[config.mk]
export PLATFORM = sky130hd
export DESIGN_NAME = dma_copy_flat
export DESIGN_NICKNAME = d
export VERILOG_FILES = /design/src/rtl/dma_copy_if.sv /design/src/rtl/dma_copy.sv /design/src/flat_wrapper.sv
export SDC_FILE = /design/constraint.sdc
export NUM_CORES = 2
export LEC_CHECK = 0
export CAP_MARGIN = 20
export CORE_AREA = 2 2 318 320
export CTS_CLUSTER_DIAMETER = 80
export DETAILED_ROUTE_END_ITERATION = 10
export DIE_AREA = 0 0 320 322
export PLACE_DENSITY = 0.8
export SLEW_MARGIN = 15
export SYNTH_ARGS = -nofsm -noshare
export SYNTH_HDL_FRONTEND = slang
export SYNTH_SLANG_ARGS = --single-unit
[constraint.sdc]
create_clock -name clk -period 19.25 [get_ports clk]
set_clock_uncertainty 0.15 [all_clocks]
set_input_delay 1.925 -clock clk [delete_from_list [all_inputs] [get_ports clk]]
set_output_delay 1.925 -clock clk [all_outputs]
set_load 0.01 [all_outputs]
[src/rtl/dma_copy_if.sv]
`default_nettype none
// ============================================================================
//  Module   : dma_copy_if
//  Purpose  : Bundles the dma_copy control and lane-parallel DRAM signals.
//             The slave modport is the copy engine's view and the master
//             modport is the requester/DRAM view.
//  Signals  : en/src/dst/size       start request and transfer descriptor
//             busy/done/error       status back to the requester
//             dram_en/we/addr/data_out  per-lane DRAM request
//             dram_data_in/valid    per-lane DRAM read return
//  Revision : 1.0 - initial release
// ============================================================================
interface dma_copy_if #(
    parameter int LANES  = 8,
    parameter int ADDR_W = 64,
    parameter int SIZE_W = 15
);
    logic                           en;
    logic [ADDR_W-1:0]              src;
    logic [ADDR_W-1:0]              dst;
    logic [SIZE_W-1:0]              size;
    logic                           busy;
    logic                           done;
    logic                           error;
    logic [LANES-1:0]               dram_en;
    logic                           dram_we;
    logic [LANES-1:0][ADDR_W-1:0]   dram_addr;
    logic [LANES-1:0][7:0]          dram_data_out;
    logic [LANES-1:0][7:0]          dram_data_in;
    logic [LANES-1:0]               dram_valid;

    modport slave (
        input  en, src, dst, size, dram_data_in, dram_valid,
        output busy, done, error, dram_en, dram_we, dram_addr, dram_data_out
    );

    modport master (
        output en, src, dst, size, dram_data_in, dram_valid,
        input  busy, done, error, dram_en, dram_we, dram_addr, dram_data_out
    );
endinterface
`default_nettype wire

[src/rtl/dma_copy.sv]
`default_nettype none
// ============================================================================
//  Module   : dma_copy
//  Purpose  : Byte-lane DMA copy engine. Moves size bytes from src to dst in
//             beats of up to LANES bytes: one read issue, wait for every
//             active lane to return data (with timeout), one write issue,
//             then a fixed write-settle delay.
//  Ports    : clk    - clock, rising edge
//             reset  - synchronous active-high reset
//             bus    - dma_copy_if.slave (request, status, DRAM lanes)
//  Revision : 1.0 - initial release
// ============================================================================
module dma_copy #(
    parameter int LANES      = 8,
    parameter int ADDR_W     = 64,
    parameter int SIZE_W     = 15,
    parameter int WR_LAT     = 20,
    parameter int RD_TIMEOUT = 255
) (
    input  logic         clk,
    input  logic         reset,
    dma_copy_if.slave    bus
);

    localparam logic [2:0] c_ST_IDLE     = 3'd0;
    localparam logic [2:0] c_ST_RD_ISSUE = 3'd1;
    localparam logic [2:0] c_ST_RD_WAIT  = 3'd2;
    localparam logic [2:0] c_ST_WR_ISSUE = 3'd3;
    localparam logic [2:0] c_ST_WR_WAIT  = 3'd4;
    localparam logic [2:0] c_ST_DONE     = 3'd5;

    localparam logic [SIZE_W:0] c_LANES   = (SIZE_W+1)'(LANES);
    localparam logic [7:0]      c_RD_LAST = 8'(RD_TIMEOUT - 1);
    localparam logic [7:0]      c_WR_LAST = 8'(WR_LAT - 1);

    logic [2:0]                    r_state;
    logic [ADDR_W-1:0]             r_src;
    logic [ADDR_W-1:0]             r_dst;
    logic [SIZE_W-1:0]             r_size;
    logic [SIZE_W:0]               r_copied;
    logic [LANES-1:0][7:0]         r_data;
    logic [LANES-1:0]              r_got;
    logic [7:0]                    r_rd_cnt;
    logic [7:0]                    r_wr_cnt;
    logic                          r_busy;
    logic                          r_done;
    logic                          r_error;
    logic [LANES-1:0]              r_dram_en;
    logic                          r_dram_we;
    logic [LANES-1:0][ADDR_W-1:0]  r_dram_addr;
    logic [LANES-1:0][7:0]         r_dram_data_out;

    logic [SIZE_W:0]               w_remain;
    logic [SIZE_W:0]               w_beat;
    logic [LANES-1:0]              w_mask;
    logic [SIZE_W:0]               w_copied_nx;
    logic [SIZE_W:0]               w_remain_nx;
    logic [LANES-1:0]              w_got_nx;
    logic [LANES-1:0][7:0]         w_data_nx;

    // Lane i is active when fewer than i+1 bytes remain uncopied is false,
    // i.e. lanes 0..min(LANES,remain)-1 are set.
    function automatic logic [LANES-1:0] f_mask(input logic [SIZE_W:0] remain);
        logic [LANES-1:0] m;
        m = '0;
        for (int i = 0; i < LANES; i++) begin
            m[i] = ((SIZE_W+1)'(i) < remain);
        end
        return m;
    endfunction

    // Per-lane byte addresses base + offset + i, wrapping at 2^ADDR_W.
    function automatic logic [LANES-1:0][ADDR_W-1:0] f_addrs(
        input logic [ADDR_W-1:0] base,
        input logic [SIZE_W:0]   offset
    );
        logic [LANES-1:0][ADDR_W-1:0] a;
        for (int i = 0; i < LANES; i++) begin
            a[i] = base + ADDR_W'(offset) + ADDR_W'(i);
        end
        return a;
    endfunction

    assign w_remain    = {1'b0, r_size} - r_copied;
    assign w_beat      = (w_remain > c_LANES) ? c_LANES : w_remain;
    assign w_mask      = f_mask(w_remain);
    assign w_copied_nx = r_copied + w_beat;
    assign w_remain_nx = {1'b0, r_size} - w_copied_nx;
    assign w_got_nx    = r_got | (bus.dram_valid & w_mask);

    // Read data including bytes arriving this cycle, so a beat whose last
    // lane returns now can be written without an extra cycle.
    always_comb begin
        w_data_nx = r_data;
        for (int i = 0; i < LANES; i++) begin
            if (bus.dram_valid[i] && w_mask[i]) begin
                w_data_nx[i] = bus.dram_data_in[i];
            end
        end
    end

    always_ff @(posedge clk) begin
        if (reset) begin
            r_state         <= c_ST_IDLE;
            r_src           <= '0;
            r_dst           <= '0;
            r_size          <= '0;
            r_copied        <= '0;
            r_data          <= '0;
            r_got           <= '0;
            r_rd_cnt        <= '0;
            r_wr_cnt        <= '0;
            r_busy          <= 1'b0;
            r_done          <= 1'b0;
            r_error         <= 1'b0;
            r_dram_en       <= '0;
            r_dram_we       <= 1'b0;
            r_dram_addr     <= '0;
            r_dram_data_out <= '0;
        end else begin
            // Strobes and the done pulse are single-cycle unless re-armed below.
            r_done    <= 1'b0;
            r_dram_en <= '0;
            r_dram_we <= 1'b0;

            case (r_state)
                c_ST_IDLE: begin
                    if (bus.en) begin
                        r_src    <= bus.src;
                        r_dst    <= bus.dst;
                        r_size   <= bus.size;
                        r_copied <= '0;
                        r_error  <= 1'b0;
                        r_data   <= '0;
                        r_busy   <= 1'b1;
                        if (bus.size == '0) begin
                            r_state <= c_ST_DONE;
                            r_done  <= 1'b1;
                        end else begin
                            r_state     <= c_ST_RD_ISSUE;
                            r_dram_en   <= f_mask({1'b0, bus.size});
                            r_dram_addr <= f_addrs(bus.src, '0);
                        end
                    end
                end

                c_ST_RD_ISSUE: begin
                    r_state  <= c_ST_RD_WAIT;
                    r_got    <= '0;
                    r_rd_cnt <= '0;
                end

                c_ST_RD_WAIT: begin
                    r_data   <= w_data_nx;
                    r_got    <= w_got_nx;
                    r_rd_cnt <= r_rd_cnt + 8'd1;
                    if (w_got_nx == w_mask) begin
                        r_state         <= c_ST_WR_ISSUE;
                        r_dram_en       <= w_mask;
                        r_dram_we       <= 1'b1;
                        r_dram_addr     <= f_addrs(r_dst, r_copied);
                        r_dram_data_out <= w_data_nx;
                    end else if (r_rd_cnt == c_RD_LAST) begin
                        // Timed-out beat is abandoned without being written.
                        r_state <= c_ST_DONE;
                        r_error <= 1'b1;
                        r_done  <= 1'b1;
                    end
                end

                c_ST_WR_ISSUE: begin
                    r_state  <= c_ST_WR_WAIT;
                    r_wr_cnt <= '0;
                end

                c_ST_WR_WAIT: begin
                    r_wr_cnt <= r_wr_cnt + 8'd1;
                    if (r_wr_cnt == c_WR_LAST) begin
                        r_copied <= w_copied_nx;
                        if (w_remain_nx == '0) begin
                            r_state <= c_ST_DONE;
                            r_done  <= 1'b1;
                        end else begin
                            r_state     <= c_ST_RD_ISSUE;
                            r_dram_en   <= f_mask(w_remain_nx);
                            r_dram_addr <= f_addrs(r_src, w_copied_nx);
                        end
                    end
                end

                c_ST_DONE: begin
                    r_state <= c_ST_IDLE;
                    r_busy  <= 1'b0;
                end

                default: begin
                    r_state <= c_ST_IDLE;
                    r_busy  <= 1'b0;
                end
            endcase
        end
    end

    assign bus.busy          = r_busy;
    assign bus.done          = r_done;
    assign bus.error         = r_error;
    assign bus.dram_en       = r_dram_en;
    assign bus.dram_we       = r_dram_we;
    assign bus.dram_addr     = r_dram_addr;
    assign bus.dram_data_out = r_dram_data_out;

endmodule
`default_nettype wire
[src/flat_wrapper.sv]
// flat-port wrapper written by rule: the top's interface ports become plain ports
module dma_copy_flat 
#(
    parameter int LANES      = 8,
    parameter int ADDR_W     = 64,
    parameter int SIZE_W     = 15,
    parameter int WR_LAT     = 20,
    parameter int RD_TIMEOUT = 255
)
  (clk, reset, bus_en, bus_src, bus_dst, bus_size, bus_dram_data_in, bus_dram_valid, bus_busy, bus_done, bus_error, bus_dram_en, bus_dram_we, bus_dram_addr, bus_dram_data_out);
  dma_copy_if #(.LANES(LANES), .ADDR_W(ADDR_W), .SIZE_W(SIZE_W)) bus_i ();
  input  logic clk;
  input  logic reset;
  input wire logic [$bits(bus_i.en)-1:0] bus_en;
  input wire logic [$bits(bus_i.src)-1:0] bus_src;
  input wire logic [$bits(bus_i.dst)-1:0] bus_dst;
  input wire logic [$bits(bus_i.size)-1:0] bus_size;
  input wire logic [$bits(bus_i.dram_data_in)-1:0] bus_dram_data_in;
  input wire logic [$bits(bus_i.dram_valid)-1:0] bus_dram_valid;
  output wire logic [$bits(bus_i.busy)-1:0] bus_busy;
  output wire logic [$bits(bus_i.done)-1:0] bus_done;
  output wire logic [$bits(bus_i.error)-1:0] bus_error;
  output wire logic [$bits(bus_i.dram_en)-1:0] bus_dram_en;
  output wire logic [$bits(bus_i.dram_we)-1:0] bus_dram_we;
  output wire logic [$bits(bus_i.dram_addr)-1:0] bus_dram_addr;
  output wire logic [$bits(bus_i.dram_data_out)-1:0] bus_dram_data_out;
  assign bus_i.en = bus_en;
  assign bus_i.src = bus_src;
  assign bus_i.dst = bus_dst;
  assign bus_i.size = bus_size;
  assign bus_i.dram_data_in = bus_dram_data_in;
  assign bus_i.dram_valid = bus_dram_valid;
  assign bus_busy = bus_i.busy;
  assign bus_done = bus_i.done;
  assign bus_error = bus_i.error;
  assign bus_dram_en = bus_i.dram_en;
  assign bus_dram_we = bus_i.dram_we;
  assign bus_dram_addr = bus_i.dram_addr;
  assign bus_dram_data_out = bus_i.dram_data_out;
  dma_copy #(.LANES(LANES), .ADDR_W(ADDR_W), .SIZE_W(SIZE_W), .WR_LAT(WR_LAT), .RD_TIMEOUT(RD_TIMEOUT)) u_core (.clk(clk), .reset(reset), .bus(bus_i));
endmodule
; ---- Word-level counts from Yosys, hierarchy flattened
; Index checks and enable logic that the tools add are counted.
[totals]
inputBits = 218
out_inout_bits = 588
register_bits = 838
[classes]
reduce_logical = 26
n_addsub = 28
eq_ne = 15
n_bitwise = 4
order_cmp = 25
muxes = 50
[ops]
columns = operator, n
row1 = 512-bit two-way mux, 5
row2 = 512-bit one-hot mux with 3 select lines, 1
row3 = "64-bit by 3-bit adder with 64-bit output, second input constant", 12
row4 = "64-bit by 2-bit adder with 64-bit output, second input constant", 6
row5 = "64-bit by 1-bit adder with 64-bit output, second input constant", 3
row6 = 64-bit by 16-bit adder with 64-bit output, 2
row7 = "3-bit by 16-bit < comparator with 1-bit output, first input constant", 8
row8 = 64-bit one-hot mux with 2 select lines, 1
row9 = 8-bit two-way mux, 13
row10 = "1-bit by 16-bit < comparator with 1-bit output, first input constant", 4
row11 = "2-bit by 16-bit < comparator with 1-bit output, first input constant", 4
row12 = 64-bit two-way mux, 1
row13 = "3-bit by 15-bit < comparator with 1-bit output, first input constant", 4
row14 = 16-bit two-way mux, 3
row15 = 8-bit one-hot mux with 2 select lines, 3
row16 = 16-bit one-hot mux with 2 select lines, 1
row17 = 15-bit by 16-bit subtractor with 16-bit output, 2
row18 = "1-bit by 15-bit < comparator with 1-bit output, first input constant", 2
row19 = "2-bit by 15-bit < comparator with 1-bit output, first input constant", 2
row20 = 8-bit one-hot mux with 3 select lines, 1
row21 = 3-bit two-way mux, 6
row22 = 16-bit adder, 1
row23 = "8-bit by 1-bit adder with 8-bit output, second input constant", 2
row24 = "16-bit by 4-bit > comparator with 1-bit output, second input constant", 1
row25 = other kinds (28), 60

; ---- Depth between registers and ports, before layout
[depth]
word_depth = 9
depth_mapped = 42
mapped_depth_nobuf = 38

; ---- Worst setup path after synthesis
; No wires, ideal clock.
[synth_path]
kind = reg-to-reg
from = register u_core.r_copied[1]
to = register u_core.r_dram_addr, in the netlist u_core.bus.dram_addr[383]
period_less_slack_ps = 8680
t_arrival_ps = 8408
path_buffers = 2
path_stages_with_launch = 38
path_slack_ps = 10570
cell_sequence = dfxtp_1 -> inv_1 -> fa_1 -> a21o_1 -> nand4_1 -> a21oi_1 -> or4_1 -> a211oi_1 -> o2111ai_1 -> or3_1 -> nor2_1 -> ha_1 -> a21o_1 -> a21oi_1 -> o21bai_1 -> a21oi_1 -> o21bai_1 -> a21oi_1 -> [... 2 more ...] -> a21oi_1 -> xor2_1 -> inv_1 -> ha_1 -> a21oi_1 -> o211ai_1 -> a21oi_1 -> a21oi_2 -> nand2_1 -> or4_1 -> o2111a_1 -> nor4_2 -> nand2_1 -> or4_1 -> buf_2 -> buf_6 -> o21a_1 -> a221o_1
[synth_via]
elab_chain_cells = 9
word_cells_on_any_way = 28
[synth_rtl]
columns = item, line
row1 = start: declaration, dma_copy.sv:40  ; logic [SIZE_W:0] r_copied;
row2 = start signal: assignment, dma_copy.sv:179  ; r_copied <= w_copied_nx;
row3 = 15-bit by 16-bit subtractor with 16-bit output, dma_copy.sv:84  ; assign w_remain = {1'b0, r_size} - r_copied;
row4 = 16-bit by 4-bit > comparator with 1-bit output, dma_copy.sv:85  ; assign w_beat = (w_remain > c_LANES) ? c_LANES : w_remain;
row5 = 16-bit two-way mux, dma_copy.sv:85
row6 = 16-bit adder, dma_copy.sv:87  ; assign w_copied_nx = r_copied + w_beat;
row7 = 64-bit by 16-bit adder with 64-bit output, dma_copy.sv:79  ; a[i] = base + ADDR_W'(offset) + ADDR_W'(i);
row8 = 64-bit by 3-bit adder with 64-bit output, dma_copy.sv:79
row9 = 512-bit two-way mux, dma_copy.sv:180  ; if (w_remain_nx == '0) begin
row10 = 512-bit two-way mux, dma_copy.sv:178  ; if (r_wr_cnt == c_WR_LAST) begin
row11 = 512-bit one-hot mux with 3 select lines, dma_copy.sv:126  ; case (r_state)
row12 = end signal: assignment, dma_copy.sv:142  ; r_dram_addr <= f_addrs(bus.src, '0);
row13 = end signal: assignment, dma_copy.sv:161  ; r_dram_addr <= f_addrs(r_dst, r_copied);
row14 = end signal: assignment, dma_copy.sv:186  ; r_dram_addr <= f_addrs(r_src, w_copied_nx);
row15 = end: declaration, dma_copy.sv:50  ; logic [LANES-1:0][ADDR_W-1:0] r_dram_addr;
; Several ways; a longest one is shown, not always the timed one. The select of a mux whose other input is x is not followed.
; A chain may end at the register's enable or synchronous reset.

; ---- Final worst setup path
[layout_path]
from = register u_core.r_copied[1]
to = register u_core.r_dram_addr, in the netlist u_core.bus.dram_addr[441]
; The elaborated chain is that of the path after synthesis.

==> flow_summary.ini <==
[critical_path]
worstPathMaxFanout = 19
slowest_stage = nor4_2
cp.required_ps = 19690
arrival_ps = 11800
worst_setup_path_start_kind = flip-flop
ff2ff_path_depth = 34
crit_type = flip-flop to flip-flop
crit_path_frequent_cell = a21oi_1
critPathMaxStageDelay_ps = 670
cp-end-kind = flip-flop

[drt]
drcViolationCount = 0
vias = 49718
wl_mm = 226
drt-vias-per-instance = 6.40
ant_nets = 0
wire_per_inst_um = 29.0
dr.pass1.iters = 9
first_iter_violations = 6891

[finish]
layout_commonest_cell = nand2_1
final_util_pct = 57.9
syn_to_final_growth_pct = 26.5
nets = 6699
final_layout_size_suffix_gt1_share_pct = 6.13
layout_common_cells = 987 x nand2_1, 828 x dfxtp_1, 804 x clkdlybuf4s50_1

[global_routing]
first_global_vias = 45295
grtUsageTotal_pct = 41.7
grt_pass1_wl_mm = 317
antenna_found_initial = 30
overflow = 0
grt_max_degree = 140

[cts]
cts_max_level = 3
cts_hold_buffers = 0
cts_tree = yes
clkLatencyLatePin_ps = 710
cts_max_path_buffers = 3
path_clk_slew_ps = 70
cts_sinks = 828
postCtsSetupRepairBufs = 0
cts-root-buf = clkbuf_16
cts_made_buffers = 92
cts-resized-gates = 0

[sta]
slew_violations = 0
setup_tns_ps = 0
relSlewSlack_pct = 11.7
fin_crit_sh_pct = 59.0
finalCriticalPeriod_ps = 11360
clock.fmax_ghz = 0.0880
rsz0062_at_grt = no
finalHoldViolCount = 0
finalSetupViolCount = 0
tightest_slew_ps = 1320

[power]
ir_drop_v = 0.0000807
pwr_density_cell_mw_per_mm2 = 110
p_leak_nw = 20.4

[synth]
synthArstFlopShare_pct = 0
yosysSeqAreaShare_pct = 36.4
syn_inst = 5815
synth_cell_types = 106
synthFlopType = dfxtp_1
synth-edff-count = 0
yosys_warnings = 0
synth_area_mm2 = 0.0455
avgSynthCellArea_um2 = 7.83
ys_ff_latch = 828

[placement]
hpwl_mm = 170
numPortBuffers = 805
place.gp.congestion = 1.12

[die]
row_count = 116
ioPinCount = 806
core_mm2 = 0.0996
initial_core_util_pct = 45.7
die_x_um = 320
die_area_mm2 = 0.103
die_y_um = 322

[worst_hold_path]
holdPathStages = 2
hp-class = flip-flop to flip-flop

[run]
max-cap-violations = 0

[outcome]
status = finished clean
-- power by group --
| group | leakage, nW | internal (W) | switching, W | total [W] |
|---|---|---|---|---|
| logic | 12.0 | 0.000864 | 0.00135 | 0.00222 |
| clock network | 1.54 | 0.00108 | 0.000789 | 0.00187 |
| registers | 6.79 | 0.00199 | 0.000261 | 0.00225 |
| total | 20.4 | 0.00393 | 0.00241 | 0.00634 |
-- per-stage QoR --
step / cell area [um2] / total power (W) / hold WS [ps] / instances / setup WS [ps]
after global placement: 54300 / 0.00438 / 288 / 7585 / 7970
final: 57600 / 0.00634 / 299 / 7773 / 7890
after floorplan: 45600 / 0.00330 / 286 / 5825 / 10570
after global routing: 57600 / 0.00651 / 312 / 7769 / 7030
after CTS: 57500 / 0.00626 / 301 / 7754 / 7590
after detailed placement: 54300 / 0.00441 / 294 / 7588 / 7620
-- area by class of cell --
class	count	area, um2
diodes	16	40.0
clock buffers	125	2640
clock inverters	41	515
fillers	9035	42000
inverters	87	327
multi-input cells	4463	27000
flip-flops and latches	828	16600
well taps	1298	1620
repair buffers	915	8930
-- final timing paths --
check                                              start                                      to  slack (ps)
hold reg to reg   u_core.bus.dram_addr[132]$_SDFFE_PP0P_  u_core.bus.dram_addr[132]$_SDFFE_PP0P_         300
setup reg to reg         u_core.r_copied[1]$_SDFFE_PP0P_  u_core.bus.dram_addr[441]$_SDFFE_PP0P_        7890
setup / recovery         u_core.r_copied[1]$_SDFFE_PP0P_  u_core.bus.dram_addr[441]$_SDFFE_PP0P_        7890
hold / removal    u_core.bus.dram_addr[132]$_SDFFE_PP0P_  u_core.bus.dram_addr[132]$_SDFFE_PP0P_         300
-- flip-flops by register name, summed over array words and instances, names as in the netlist --
| signal | flops |
|---|---|
| u_core.r_rd_cnt | 8 |
| u_core.r_src | 64 |
| u_core.r_data | 64 |
| u_core.r_copied | 16 |
| u_core.r_size | 15 |
| u_core.bus.dram_we | 1 |
| u_core.r_dst | 64 |
| u_core.r_state | 3 |
| u_core.bus.dram_addr | 502 |
| u_core.bus.done | 1 |
| u_core.bus.dram_en | 8 |
| u_core.r_got | 8 |
| u_core.r_wr_cnt | 8 |
| u_core.bus.error | 1 |
| u_core.bus.dram_data_out | 64 |
| u_core.bus.busy | 1 |
-- synthesized netlist by cell type, types with 18 or more instances --
cell type / count / area (um2)
nor3_1: 141 / 706
and2_1: 47 / 294
o31a_1: 18 / 158
and3_1: 47 / 294
a22oi_1: 57 / 428
nand4_1: 115 / 719
mux2i_1: 92 / 921
buf_4: 20 / 150
a32o_1: 30 / 300
or2_2: 20 / 125
o21a_1: 45 / 338
buf_2: 96 / 480
or3_1: 44 / 275
o21ai_1: 21 / 105
clkbuf_1: 311 / 1170
nor2_1: 493 / 1850
nand3_1: 275 / 1380
and4_1: 27 / 236
a211oi_1: 142 / 1070
o21ai_0: 123 / 616
o2bb2ai_1: 23 / 201
a21oi_1: 530 / 2650
nor4_1: 79 / 494
nand2_1: 988 / 3710
a22o_1: 130 / 1140
or4_1: 19 / 143
a21o_1: 41 / 308
a31oi_1: 24 / 150
o211ai_1: 45 / 338
inv_1: 83 / 312
buf_1: 18 / 67.6
nand2b_1: 20 / 125
o31ai_1: 24 / 180
xor2_1: 103 / 902
ha_1: 89 / 1110
o22ai_1: 37 / 231
dfxtp_1: 828 / 16600
xnor2_1: 278 / 2430
-- kinds of logic (layout without fill, tap and decap cells) --
logic type	Yosys count	count (layout)	share of synthesized area [%]
AOI/OAI and AO/OA	1489	1489	22.2
xor gates and xnor gates	381	381	7.33
adders and majority gates	94	94	2.67
buffers and inverters	534	1168	4.86
DFF	828	828	36.4
muxes	97	97	2.15
other	1	27	0.00824
and+or+nand+nor	2391	2391	24.4
-- layer usage --
metal	track usage (%)	wire length [um]	vias to the layer above	share of wire [%]
li1	-	-	21994	-
met1	51.0	84200	23565	37
met2	62.9	96600	3372	43
met3	12.3	26800	763	12
met4	28.6	17900	24	7.9
met5	0.662	181	-	0.080
-- worst max-delay path, delay by kind of cell (launching register included) --
kind / cells / cell delay [ps]
AOI/OAI and AO/OA: 16 / 4290
xor gates and xnor gates: 1 / 380
adders and majority gates: 3 / 1280
buffers and inverters: 4 / 830
DFF: 1 / 500
and+or+nand+nor: 10 / 3800
Note: power is estimated with default switching activity, not from simulation.
